==> src/rtl/dmem_port_arbiter_if.sv <==
// Bundle of the CPU, DMA and dmem port signals around dmem_port_arbiter.
// The slave modport is the arbiter's view; master is the surrounding system's view.
interface dmem_port_arbiter_if #(
    parameter int ADDR_W = 14,
    parameter int DATA_W = 32
);
    logic              cpu_req;
    logic [3:0]        cpu_we;
    logic [ADDR_W-1:0] cpu_addr;
    logic [DATA_W-1:0] cpu_din;
    logic              cpu_stall;
    logic              cpu_rvalid;
    logic [DATA_W-1:0] cpu_dout;

    logic              dma_req;
    logic [3:0]        dma_we;
    logic [ADDR_W-1:0] dma_addr;
    logic [DATA_W-1:0] dma_din;
    logic              dma_gnt;
    logic              dma_rvalid;
    logic [DATA_W-1:0] dma_dout;

    logic              mem_en;
    logic [3:0]        mem_we;
    logic [ADDR_W-1:0] mem_addr;
    logic [DATA_W-1:0] mem_din;
    logic [DATA_W-1:0] mem_dout;

    modport slave (
        input  cpu_req, cpu_we, cpu_addr, cpu_din,
        input  dma_req, dma_we, dma_addr, dma_din,
        input  mem_dout,
        output cpu_stall, cpu_rvalid, cpu_dout,
        output dma_gnt, dma_rvalid, dma_dout,
        output mem_en, mem_we, mem_addr, mem_din
    );

    modport master (
        output cpu_req, cpu_we, cpu_addr, cpu_din,
        output dma_req, dma_we, dma_addr, dma_din,
        output mem_dout,
        input  cpu_stall, cpu_rvalid, cpu_dout,
        input  dma_gnt, dma_rvalid, dma_dout,
        input  mem_en, mem_we, mem_addr, mem_din
    );
endinterface

==> src/rtl/dmem_port_arbiter.sv <==
// Shares the single dmem port between the CPU MEM stage and a DMA master, CPU first.
// Define DMEM_ARB_STARVE_GUARD_EN to force a DMA grant after STARVE_LIMIT denied cycles.
module dmem_port_arbiter #(
    parameter int ADDR_W       = 14,
    parameter int DATA_W       = 32,
    parameter int STARVE_LIMIT = 8
) (
    input  logic                 clk,
    input  logic                 rst,
    dmem_port_arbiter_if.slave   bus
);
    typedef enum logic [1:0] {
        OWN_NONE = 2'd0,
        OWN_CPU  = 2'd1,
        OWN_DMA  = 2'd2
    } owner_e;

    owner_e owner_q, owner_d;
    logic   force_dma;
    logic   cpu_win;
    logic   dma_win;

`ifdef DMEM_ARB_STARVE_GUARD_EN
    localparam int CNT_W = $clog2(STARVE_LIMIT + 1);

    logic [CNT_W-1:0] starve_q, starve_d;

    assign force_dma = (starve_q == CNT_W'(STARVE_LIMIT));

    always_comb begin
        // NOTE: default first so no path through this block leaves starve_d unassigned (no latch).
        starve_d = starve_q;
        if (!bus.dma_req || dma_win) begin
            starve_d = '0;
        end else if (!force_dma) begin
            starve_d = starve_q + 1'b1;
        end
    end

    always_ff @(posedge clk) begin
        if (rst) begin
            starve_q <= '0;
        end else begin
            starve_q <= starve_d;
        end
    end
`else
    assign force_dma = 1'b0;
`endif

    // Grants are masked while rst is high so nothing reaches dmem during reset.
    always_comb begin
        cpu_win = !rst && bus.cpu_req && !(force_dma && bus.dma_req);
        dma_win = !rst && bus.dma_req && (!bus.cpu_req || force_dma);
    end

    always_comb begin
        bus.cpu_stall = !rst && bus.cpu_req && !cpu_win;
        bus.dma_gnt   = dma_win;
        bus.mem_en    = cpu_win || dma_win;
        bus.mem_we    = 4'h0;
        bus.mem_addr  = bus.cpu_addr;
        bus.mem_din   = bus.cpu_din;
        if (dma_win) begin
            bus.mem_we   = bus.dma_we;
            bus.mem_addr = bus.dma_addr;
            bus.mem_din  = bus.dma_din;
        end else if (cpu_win) begin
            bus.mem_we = bus.cpu_we;
        end
    end

    always_comb begin
        owner_d = OWN_NONE;
        if (cpu_win && bus.cpu_we == 4'h0) begin
            owner_d = OWN_CPU;
        end else if (dma_win && bus.dma_we == 4'h0) begin
            owner_d = OWN_DMA;
        end
    end

    always_ff @(posedge clk) begin
        // NOTE: non-blocking assignment for state so every register samples pre-edge values.
        if (rst) begin
            owner_q <= OWN_NONE;
        end else begin
            owner_q <= owner_d;
        end
    end

    // rvalid is also masked by rst so a read accepted just before reset is dropped at once.
    always_comb begin
        bus.cpu_rvalid = !rst && (owner_q == OWN_CPU);
        bus.dma_rvalid = !rst && (owner_q == OWN_DMA);
        bus.cpu_dout   = bus.mem_dout;
        bus.dma_dout   = bus.mem_dout;
    end
endmodule

==> src/flat_wrapper.sv <==
// flat-port wrapper written by rule: the top's interface ports become plain ports
module dmem_port_arbiter_flat 
#(
    parameter int ADDR_W       = 14,
    parameter int DATA_W       = 32,
    parameter int STARVE_LIMIT = 8
)
  (clk, rst, bus_cpu_req, bus_cpu_we, bus_cpu_addr, bus_cpu_din, bus_dma_req, bus_dma_we, bus_dma_addr, bus_dma_din, bus_mem_dout, bus_cpu_stall, bus_cpu_rvalid, bus_cpu_dout, bus_dma_gnt, bus_dma_rvalid, bus_dma_dout, bus_mem_en, bus_mem_we, bus_mem_addr, bus_mem_din);
  dmem_port_arbiter_if #(.ADDR_W(ADDR_W), .DATA_W(DATA_W)) bus_i ();
  input  logic clk;
  input  logic rst;
  input wire logic [$bits(bus_i.cpu_req)-1:0] bus_cpu_req;
  input wire logic [$bits(bus_i.cpu_we)-1:0] bus_cpu_we;
  input wire logic [$bits(bus_i.cpu_addr)-1:0] bus_cpu_addr;
  input wire logic [$bits(bus_i.cpu_din)-1:0] bus_cpu_din;
  input wire logic [$bits(bus_i.dma_req)-1:0] bus_dma_req;
  input wire logic [$bits(bus_i.dma_we)-1:0] bus_dma_we;
  input wire logic [$bits(bus_i.dma_addr)-1:0] bus_dma_addr;
  input wire logic [$bits(bus_i.dma_din)-1:0] bus_dma_din;
  input wire logic [$bits(bus_i.mem_dout)-1:0] bus_mem_dout;
  output wire logic [$bits(bus_i.cpu_stall)-1:0] bus_cpu_stall;
  output wire logic [$bits(bus_i.cpu_rvalid)-1:0] bus_cpu_rvalid;
  output wire logic [$bits(bus_i.cpu_dout)-1:0] bus_cpu_dout;
  output wire logic [$bits(bus_i.dma_gnt)-1:0] bus_dma_gnt;
  output wire logic [$bits(bus_i.dma_rvalid)-1:0] bus_dma_rvalid;
  output wire logic [$bits(bus_i.dma_dout)-1:0] bus_dma_dout;
  output wire logic [$bits(bus_i.mem_en)-1:0] bus_mem_en;
  output wire logic [$bits(bus_i.mem_we)-1:0] bus_mem_we;
  output wire logic [$bits(bus_i.mem_addr)-1:0] bus_mem_addr;
  output wire logic [$bits(bus_i.mem_din)-1:0] bus_mem_din;
  assign bus_i.cpu_req = bus_cpu_req;
  assign bus_i.cpu_we = bus_cpu_we;
  assign bus_i.cpu_addr = bus_cpu_addr;
  assign bus_i.cpu_din = bus_cpu_din;
  assign bus_i.dma_req = bus_dma_req;
  assign bus_i.dma_we = bus_dma_we;
  assign bus_i.dma_addr = bus_dma_addr;
  assign bus_i.dma_din = bus_dma_din;
  assign bus_i.mem_dout = bus_mem_dout;
  assign bus_cpu_stall = bus_i.cpu_stall;
  assign bus_cpu_rvalid = bus_i.cpu_rvalid;
  assign bus_cpu_dout = bus_i.cpu_dout;
  assign bus_dma_gnt = bus_i.dma_gnt;
  assign bus_dma_rvalid = bus_i.dma_rvalid;
  assign bus_dma_dout = bus_i.dma_dout;
  assign bus_mem_en = bus_i.mem_en;
  assign bus_mem_we = bus_i.mem_we;
  assign bus_mem_addr = bus_i.mem_addr;
  assign bus_mem_din = bus_i.mem_din;
  dmem_port_arbiter #(.ADDR_W(ADDR_W), .DATA_W(DATA_W), .STARVE_LIMIT(STARVE_LIMIT)) u_core (.clk(clk), .rst(rst), .bus(bus_i));
endmodule
==> config.mk <==
export PLATFORM = sky130hd
export DESIGN_NAME = dmem_port_arbiter_flat
export DESIGN_NICKNAME = d
export VERILOG_FILES = /design/src/rtl/dmem_port_arbiter_if.sv /design/src/rtl/dmem_port_arbiter.sv /design/src/flat_wrapper.sv
export SDC_FILE = /design/constraint.sdc
export NUM_CORES = 1
export LEC_CHECK = 0
export ABC_AREA = 1
export CAP_MARGIN = 10
export CORE_AREA = 2 2 100 102
export DETAILED_ROUTE_END_ITERATION = 10
export DIE_AREA = 0 0 102 104
export PLACE_DENSITY_LB_ADDON = 0.1
export SLEW_MARGIN = 10
export SYNTH_ARGS = -nofsm -noshare
export SYNTH_HDL_FRONTEND = slang
export SYNTH_SLANG_ARGS = --single-unit
==> constraint.sdc <==
create_clock -name clk -period 3.1 [get_ports clk]
set_clock_uncertainty 0.1 [all_clocks]
set_input_delay 0.775 -clock clk [delete_from_list [all_inputs] [get_ports clk]]
set_output_delay 0.775 -clock clk [all_outputs]
set_load 0.02 [all_outputs]
==> results of run 1 <==
-- worst min-delay path: cells and delay by family --
family / cells / cell delay (ns)
simple gates: 2 / 0.18
buf+inv: 2 / 0.30
-- per-layer routing --
metal | GRT usage | vias to the layer above | share of wire
met5 | 0 | - | 0
met3 | 0.02755 | 18 | 0.084
met1 | 0.1225 | 817 | 0.38
li1 | - | 961 | -
met2 | 0.2072 | 83 | 0.51
met4 | 0.02667 | 0 | 0.020
-- through the flow --
stage / utilization / area [um2] / instances
2_1_floorplan: - / 1405 / 259
3_3_place_gp: 0.2821 / 2694 / 474
3_5_place_dp: 0.2821 / 2694 / 474
4_1_cts: 0.2805 / 2679 / 477
5_1_grt: 0.2808 / 2681 / 478
6_report: 0.2808 / 2681 / 478
-- layout by cell type (no fill, tap or decap), types with 3 or more instances in the layout --
master / n
sky130_fd_sc_hd__clkdlybuf4s50_1: 103
sky130_fd_sc_hd__inv_1: 3
sky130_fd_sc_hd__dlygate4sd2_1: 53
sky130_fd_sc_hd__nor2_1: 8
sky130_fd_sc_hd__nand4_1: 50
sky130_fd_sc_hd__nand2_1: 103
sky130_fd_sc_hd__buf_4: 4
sky130_fd_sc_hd__clkbuf_8: 3
sky130_fd_sc_hd__buf_12: 5
-- logic make-up after synthesis --
group | after synthesis | synth area share
buffers and inverters | 92 | 0.4354
flip-flops | 2 | 0.02850
other | 1 | 0.002669
AND/OR/NAND/NOR | 164 | 0.5334
-- how the worst max path moves through the flow --
stage | end | slack [ns] | depth (start not counted)
3_5_place_dp | bus_mem_addr[0] | -0.24 | 6
4_1_cts | bus_mem_addr[0] | 0.07 | 7
3_3_place_gp | bus_mem_addr[3] | -0.23 | 6
2_1_floorplan | bus_mem_addr[0] | 0.76 | 4
6_report | bus_mem_addr[0] | 0.1 | 7
5_1_grt | bus_mem_din[25] | 0.01 | 7
-- power groups by stage --
stage          combinational, W  sequential (W)  clock, W
4_1_cts                0.000378       0.0000262  0.000105
5_1_grt                0.000405       0.0000262  0.000111
6_report               0.000373       0.0000262  0.000101
2_1_floorplan          0.000273       0.0000265         0
3_5_place_dp           0.000412       0.0000265         0
3_3_place_gp           0.000414       0.0000265         0
-- cell type report --
| cell class | count | area [um2] | area share |
|---|---|---|---|
| sequential | 2 | 40.04 | 0.01493 |
| multi-input combinational | 165 | 753.2 | 0.2809 |
| antenna | 1 | 2.502 | 0.0009333 |
| tap | 133 | 166.4 | 0.06206 |
| inverter | 6 | 25.02 | 0.009333 |
| clock buffer | 3 | 41.29 | 0.01540 |
| timing repair buffer | 168 | 1653 | 0.6164 |
-- what timing repair did --
action | CTS | global route
gates resized for setup | 56 | 0
endpoints found under the setup margin | 53 | 0
hold endpoints to repair | 0 | 0
==> results.yml, run 1 <==
yosys:
  async_flop_share: 0
  yosys-top-cells-area: "sky130_fd_sc_hd__buf_4 35%, sky130_fd_sc_hd__nand2_1 28%, sky130_fd_sc_hd__nand4_1 22%"
  syn_nets: 395
  yosysTopAreaCell: "sky130_fd_sc_hd__buf_4"
  synth-edff-count: 0
  synth.top_cell.area_share: 0.3473
  yosysMostFrequentCell: "sky130_fd_sc_hd__nand2_1"
  mean_syn_cell_area_um2: 5.425
  ys.warnings.count: 0
  yosys_register_bits: 2
  synth-seq-area-share: 0.02850
  syn_area_mm2: 0.001405
  yosys-top-cells-count: "103 x sky130_fd_sc_hd__nand2_1, 65 x sky130_fd_sc_hd__buf_4, 50 x sky130_fd_sc_hd__nand4_1"
  synthesis.instances: 259
  yosys.cell_types.count: 14
  postSynth.topFlopCell: "sky130_fd_sc_hd__dfxtp_1"
die:
  fp.dieArea_mm2: 0.01061
  floorplan.die.width_um: 102
  die_h_um: 104
  core_area_mm2: 0.009549
  boundaryPins: 255
  start_util: 0.1471
  placementRows: 36
power:
  share_comb_of_total_power: 0.746
  p_per_cell_area_mw_per_mm2: 186.5
  vdd_ir_drop_max_v: 0.0002671
  switching_power_w: 0.0001922
  pwr-share-seq: 0.052
  switching_share: 0.3843
  totalPowerFinal_w: 0.0005001
  power.static_leakage_nw: 1.299
  p_int_w: 0.0003079
  power.share.clock: 0.202
critical_path:
  cp-start-kind: "input pin"
  critical_path_arrival_ns: 2.13
  worstSetupEndpointType: "output port"
  timing.critical_path.buf_inv: 4
  critPathRequiredTime_ns: 2.22
  worst_setup_path_startpoint: "bus_cpu_req"
  critical_path_peak_fanout: 25
  crit_chain: "clkdlybuf4s50_1 > inv_4 > nand3_2 > buf_12 > nand2_1 > nand2_1 > dlygate4sd2_1"
  cpMaxStageDelayCell: "sky130_fd_sc_hd__clkdlybuf4s50_1"
  worst_path_most_repeated_cell: "sky130_fd_sc_hd__nand2_1"
  worst_path_largest_cell_delay_ns: 0.50
  crit_path_max_delay_family: "buffers and inverters"
  path_class: "input pin to output port"
clocking:
  cts.hold.buffers_added: 0
  numCtsBuffers: 3
  numClockSinks: 2
  cts.root.buffer_cell: "sky130_fd_sc_hd__clkbuf_8"
  buffers_inserted_during_post_cts_setup_optimization: 0
  tritoncts: "built"
  ctsLongestPathBuffers: 2
  htree_levels: 1
  clkTransAtPathRegs_ns: 0.03
sta:
  final.min_clock_period_ns: 3.002
  finalSetupViolations: 0
  max_clock_freq_ghz: 0.3332
  final-max-slew-violation-count: 0
  final.period_utilization: 0.9682
  hold_viol: 0
  fin_hold_ws_ns: 1.007
  rsz0062_at_grt: "false"
  setup_ws_ns: 0.09850
  timing.setup.tns_ns: 0
global_route:
  via_count_of_the_first_global_routing_pass: 1842
  grt_overflow_total: 0
  grt_usage: 0.1108
  grt_max_degree: 34
  grt_pass1_wl_um: 9473
  antenna_violations_before_repair: 1
place:
  post-place-ws_ns: -0.2412
  portBuffers: 157
  detailed_place_hpwl_um: 4803
  gp_congestion: 0.7123
route:
  avgRoutedWirePerCell_um: 12.78
  ant_nets: 0
  vias_per_cell: 3.931
  detail_route.first_pass.iterations: 4
  dr_drc_count: 0
  routed_vias: 1879
  finalWirelength_um: 6107
  drt_first_iter_violations: 26
cells_and_area:
  layout_top_registers: "u_core.owner_q: 2 flops"
  layout.filler_cells: 1141
  drive_gt1_frac: 0.05523
  area_growth_syn_to_layout_pct: 90.83
  nNetsFinal: 482
  flip_flop_count_of_the_largest_register_all_copies_and_words_added: 2
  max_flop_register: "u_core.owner_q"
min_path:
  holdPathEnd: "u_core.owner_q[1]"
  holdCritStartpoint: "bus_dma_req"
  worst_hold_check_path_type: "input pin to flip-flop"
  worst_hold_path.num_cells: 4
job:
  max_cap_viol_count: 0
outcome:
  status: "finished, final reports clean"
Note: power is estimated with default switching activity, not from simulation.
==> run 2: changes to the inputs <==
--- a/config.mk
+++ b/config.mk
@@ -6,12 +6,14 @@
 export NUM_CORES = 1
 export LEC_CHECK = 0
 export ABC_AREA = 1
+export ABC_CLOCK_PERIOD_IN_PS = 3100
 export CAP_MARGIN = 10
 export CORE_AREA = 2 2 100 102
+export CTS_BUF_LIST = sky130_fd_sc_hd__clkbuf_4
 export DETAILED_ROUTE_END_ITERATION = 10
 export DIE_AREA = 0 0 102 104
 export PLACE_DENSITY_LB_ADDON = 0.1
-export SLEW_MARGIN = 10
+export SLEW_MARGIN = 0
 export SYNTH_ARGS = -nofsm -noshare
 export SYNTH_HDL_FRONTEND = slang
 export SYNTH_SLANG_ARGS = --single-unit
==> run 2 against run 1 <==
Clock-buffer cell count unchanged. Via count about the same. Worst setup slack is essentially flat. Combinational power barely moved. Critical path depth did not move. Core utilization down 0.20 points. Flip-flop and latch count unchanged.
==> results.yml, run 2 (synthesized netlist as in run 1, its figures left out) <==
outcome:
  status: "finished, final reports clean"
critical_path:
  critPathRequiredTime_ns: 2.22
  worst_setup_path_startpoint: "bus_cpu_req"
  critical_path_peak_fanout: 25
  crit_chain: "clkdlybuf4s50_1 > inv_4 > nand3_2 > buf_12 > nand2_1 > nand2_1 > dlygate4sd2_1"
  timing.critical_path.buf_inv: 4
  worstSetupEndpointType: "output port"
  worst_path_largest_cell_delay_ns: 0.50
  crit_path_max_delay_family: "buffers and inverters"
  critical_path_arrival_ns: 2.13
  worst_path_most_repeated_cell: "sky130_fd_sc_hd__nand2_1"
  cp-start-kind: "input pin"
  path_class: "input pin to output port"
  cpMaxStageDelayCell: "sky130_fd_sc_hd__clkdlybuf4s50_1"
power:
  power.static_leakage_nw: 1.291
  vdd_ir_drop_max_v: 0.0001755
  p_per_cell_area_mw_per_mm2: 171.6
  totalPowerFinal_w: 0.0004570
sta:
  finalSetupViolations: 0
  final.period_utilization: 0.9682
  fin_hold_ws_ns: 0.9901
  final-max-slew-violation-count: 0
  setup_ws_ns: 0.09852
  rsz0062_at_grt: "false"
  hold_viol: 0
  final.min_clock_period_ns: 3.001
  max_clock_freq_ghz: 0.3332
route:
  detail_route.first_pass.iterations: 4
  avgRoutedWirePerCell_um: 12.77
  vias_per_cell: 3.933
  drt_first_iter_violations: 28
  finalWirelength_um: 6106
  dr_drc_count: 0
  routed_vias: 1880
  ant_nets: 0
global_route:
  met1_usage: 0.1225
  grt_usage: 0.1108
  via_count_of_the_first_global_routing_pass: 1842
  grt_overflow_total: 0
  grt_pass1_wl_um: 9473
  global_route.peak_usage_layer: "met2"
  globalRouteMet2Util: 0.2072
  groute.layer.met3.usage: 0.02755
  antenna_violations_before_repair: 1
  grt_max_degree: 34
cells_and_area:
  drive_gt1_frac: 0.05523
  max_flop_register: "u_core.owner_q"
  layout_top_registers: "u_core.owner_q: 2 flops"
  flip_flop_count_of_the_largest_register_all_copies_and_words_added: 2
  multiInputGateArea_um2: 753.2
  final_cell_mix: "103 x sky130_fd_sc_hd__nand2_1, 103 x sky130_fd_sc_hd__clkdlybuf4s50_1, 53 x sky130_fd_sc_hd__dlygate4sd2_1"
  instances_no_fill: 478
  post-route-cell-area_mm2: 0.002663
  area_growth_syn_to_layout_pct: 89.49
  nNetsFinal: 482
  layout.filler_cells: 1144
  sequential_cell_area_um2: 40.04
clocking:
  htree_levels: 1
  numClockSinks: 2
  cts.root.buffer_cell: "sky130_fd_sc_hd__clkbuf_4"
  buffers_inserted_during_post_cts_setup_optimization: 0
  tritoncts: "built"
  clkTransAtPathRegs_ns: 0.03
  numCtsBuffers: 3
  ctsLongestPathBuffers: 2
die:
  placementRows: 36
  boundaryPins: 255
  start_util: 0.1471
  fp.dieArea_mm2: 0.01061
  die_h_um: 104
  core_area_mm2: 0.009549
  floorplan.die.width_um: 102
min_path:
  worst_hold_path.num_cells: 4
  worst_hold_check_path_type: "input pin to flip-flop"
  holdCritStartpoint: "bus_dma_req"
  holdPathEnd: "u_core.owner_q[1]"
place:
  post_dp_cell_area_mm2: 0.002694
  detailed_place_hpwl_um: 4803
  portBuffers: 157
  gp_congestion: 0.7123
  placed_cells_incl_taps: 474
  post-place-ws_ns: -0.2412
job:
  max_cap_viol_count: 0
run 2: repair_timing:
action                     4_1_cts  5_1_grt
setup endpoints to repair       53        0
gates resized for setup         56        0
hold buffers                     0        0
run 2: metrics by stage:
step | TNS, ns | util
final | 0 | 0.2788
after CTS | 0 | 0.2786
after detailed placement | -9.553 | 0.2821
after global placement | -9.947 | 0.2821
after global routing | 0 | 0.2788
after floorplan | 0 | -
run 2: area by class of cell:
class                   count  share of cell area
repair buffers            168              0.6208
diodes                      1           0.0009399
inverters                   6            0.009399
flip-flops and latches      2             0.01504
well taps                 133             0.06250
multi-input cells         165              0.2829
clock buffers               3            0.008459
run 2: worst max path at each step:
stage	end	cells past startpoint
after global routing	bus_mem_din[25]	7
after floorplan	bus_mem_addr[0]	4
after detailed placement	bus_mem_addr[0]	6
final	bus_mem_addr[0]	7
after CTS	bus_mem_addr[0]	7
after global placement	bus_mem_addr[3]	6
run 2: routing by layer:
layer  vias to the layer above  routed length (um)
met5                         -                   0
met4                         0                 125
met3                        18                 510
met2                        83                3137
met1                       817                2333
li1                        962                   -
run 2: where the power goes:
| group | total (W) | switching (W) | internal, W |
|---|---|---|---|
| registers | 0.0000262 | 0.0000000653 | 0.0000261 |
| logic | 0.000373 | 0.000173 | 0.000200 |
| clock network | 0.0000578 | 0.0000151 | 0.0000427 |
| total | 0.000457 | 0.000188 | 0.000269 |
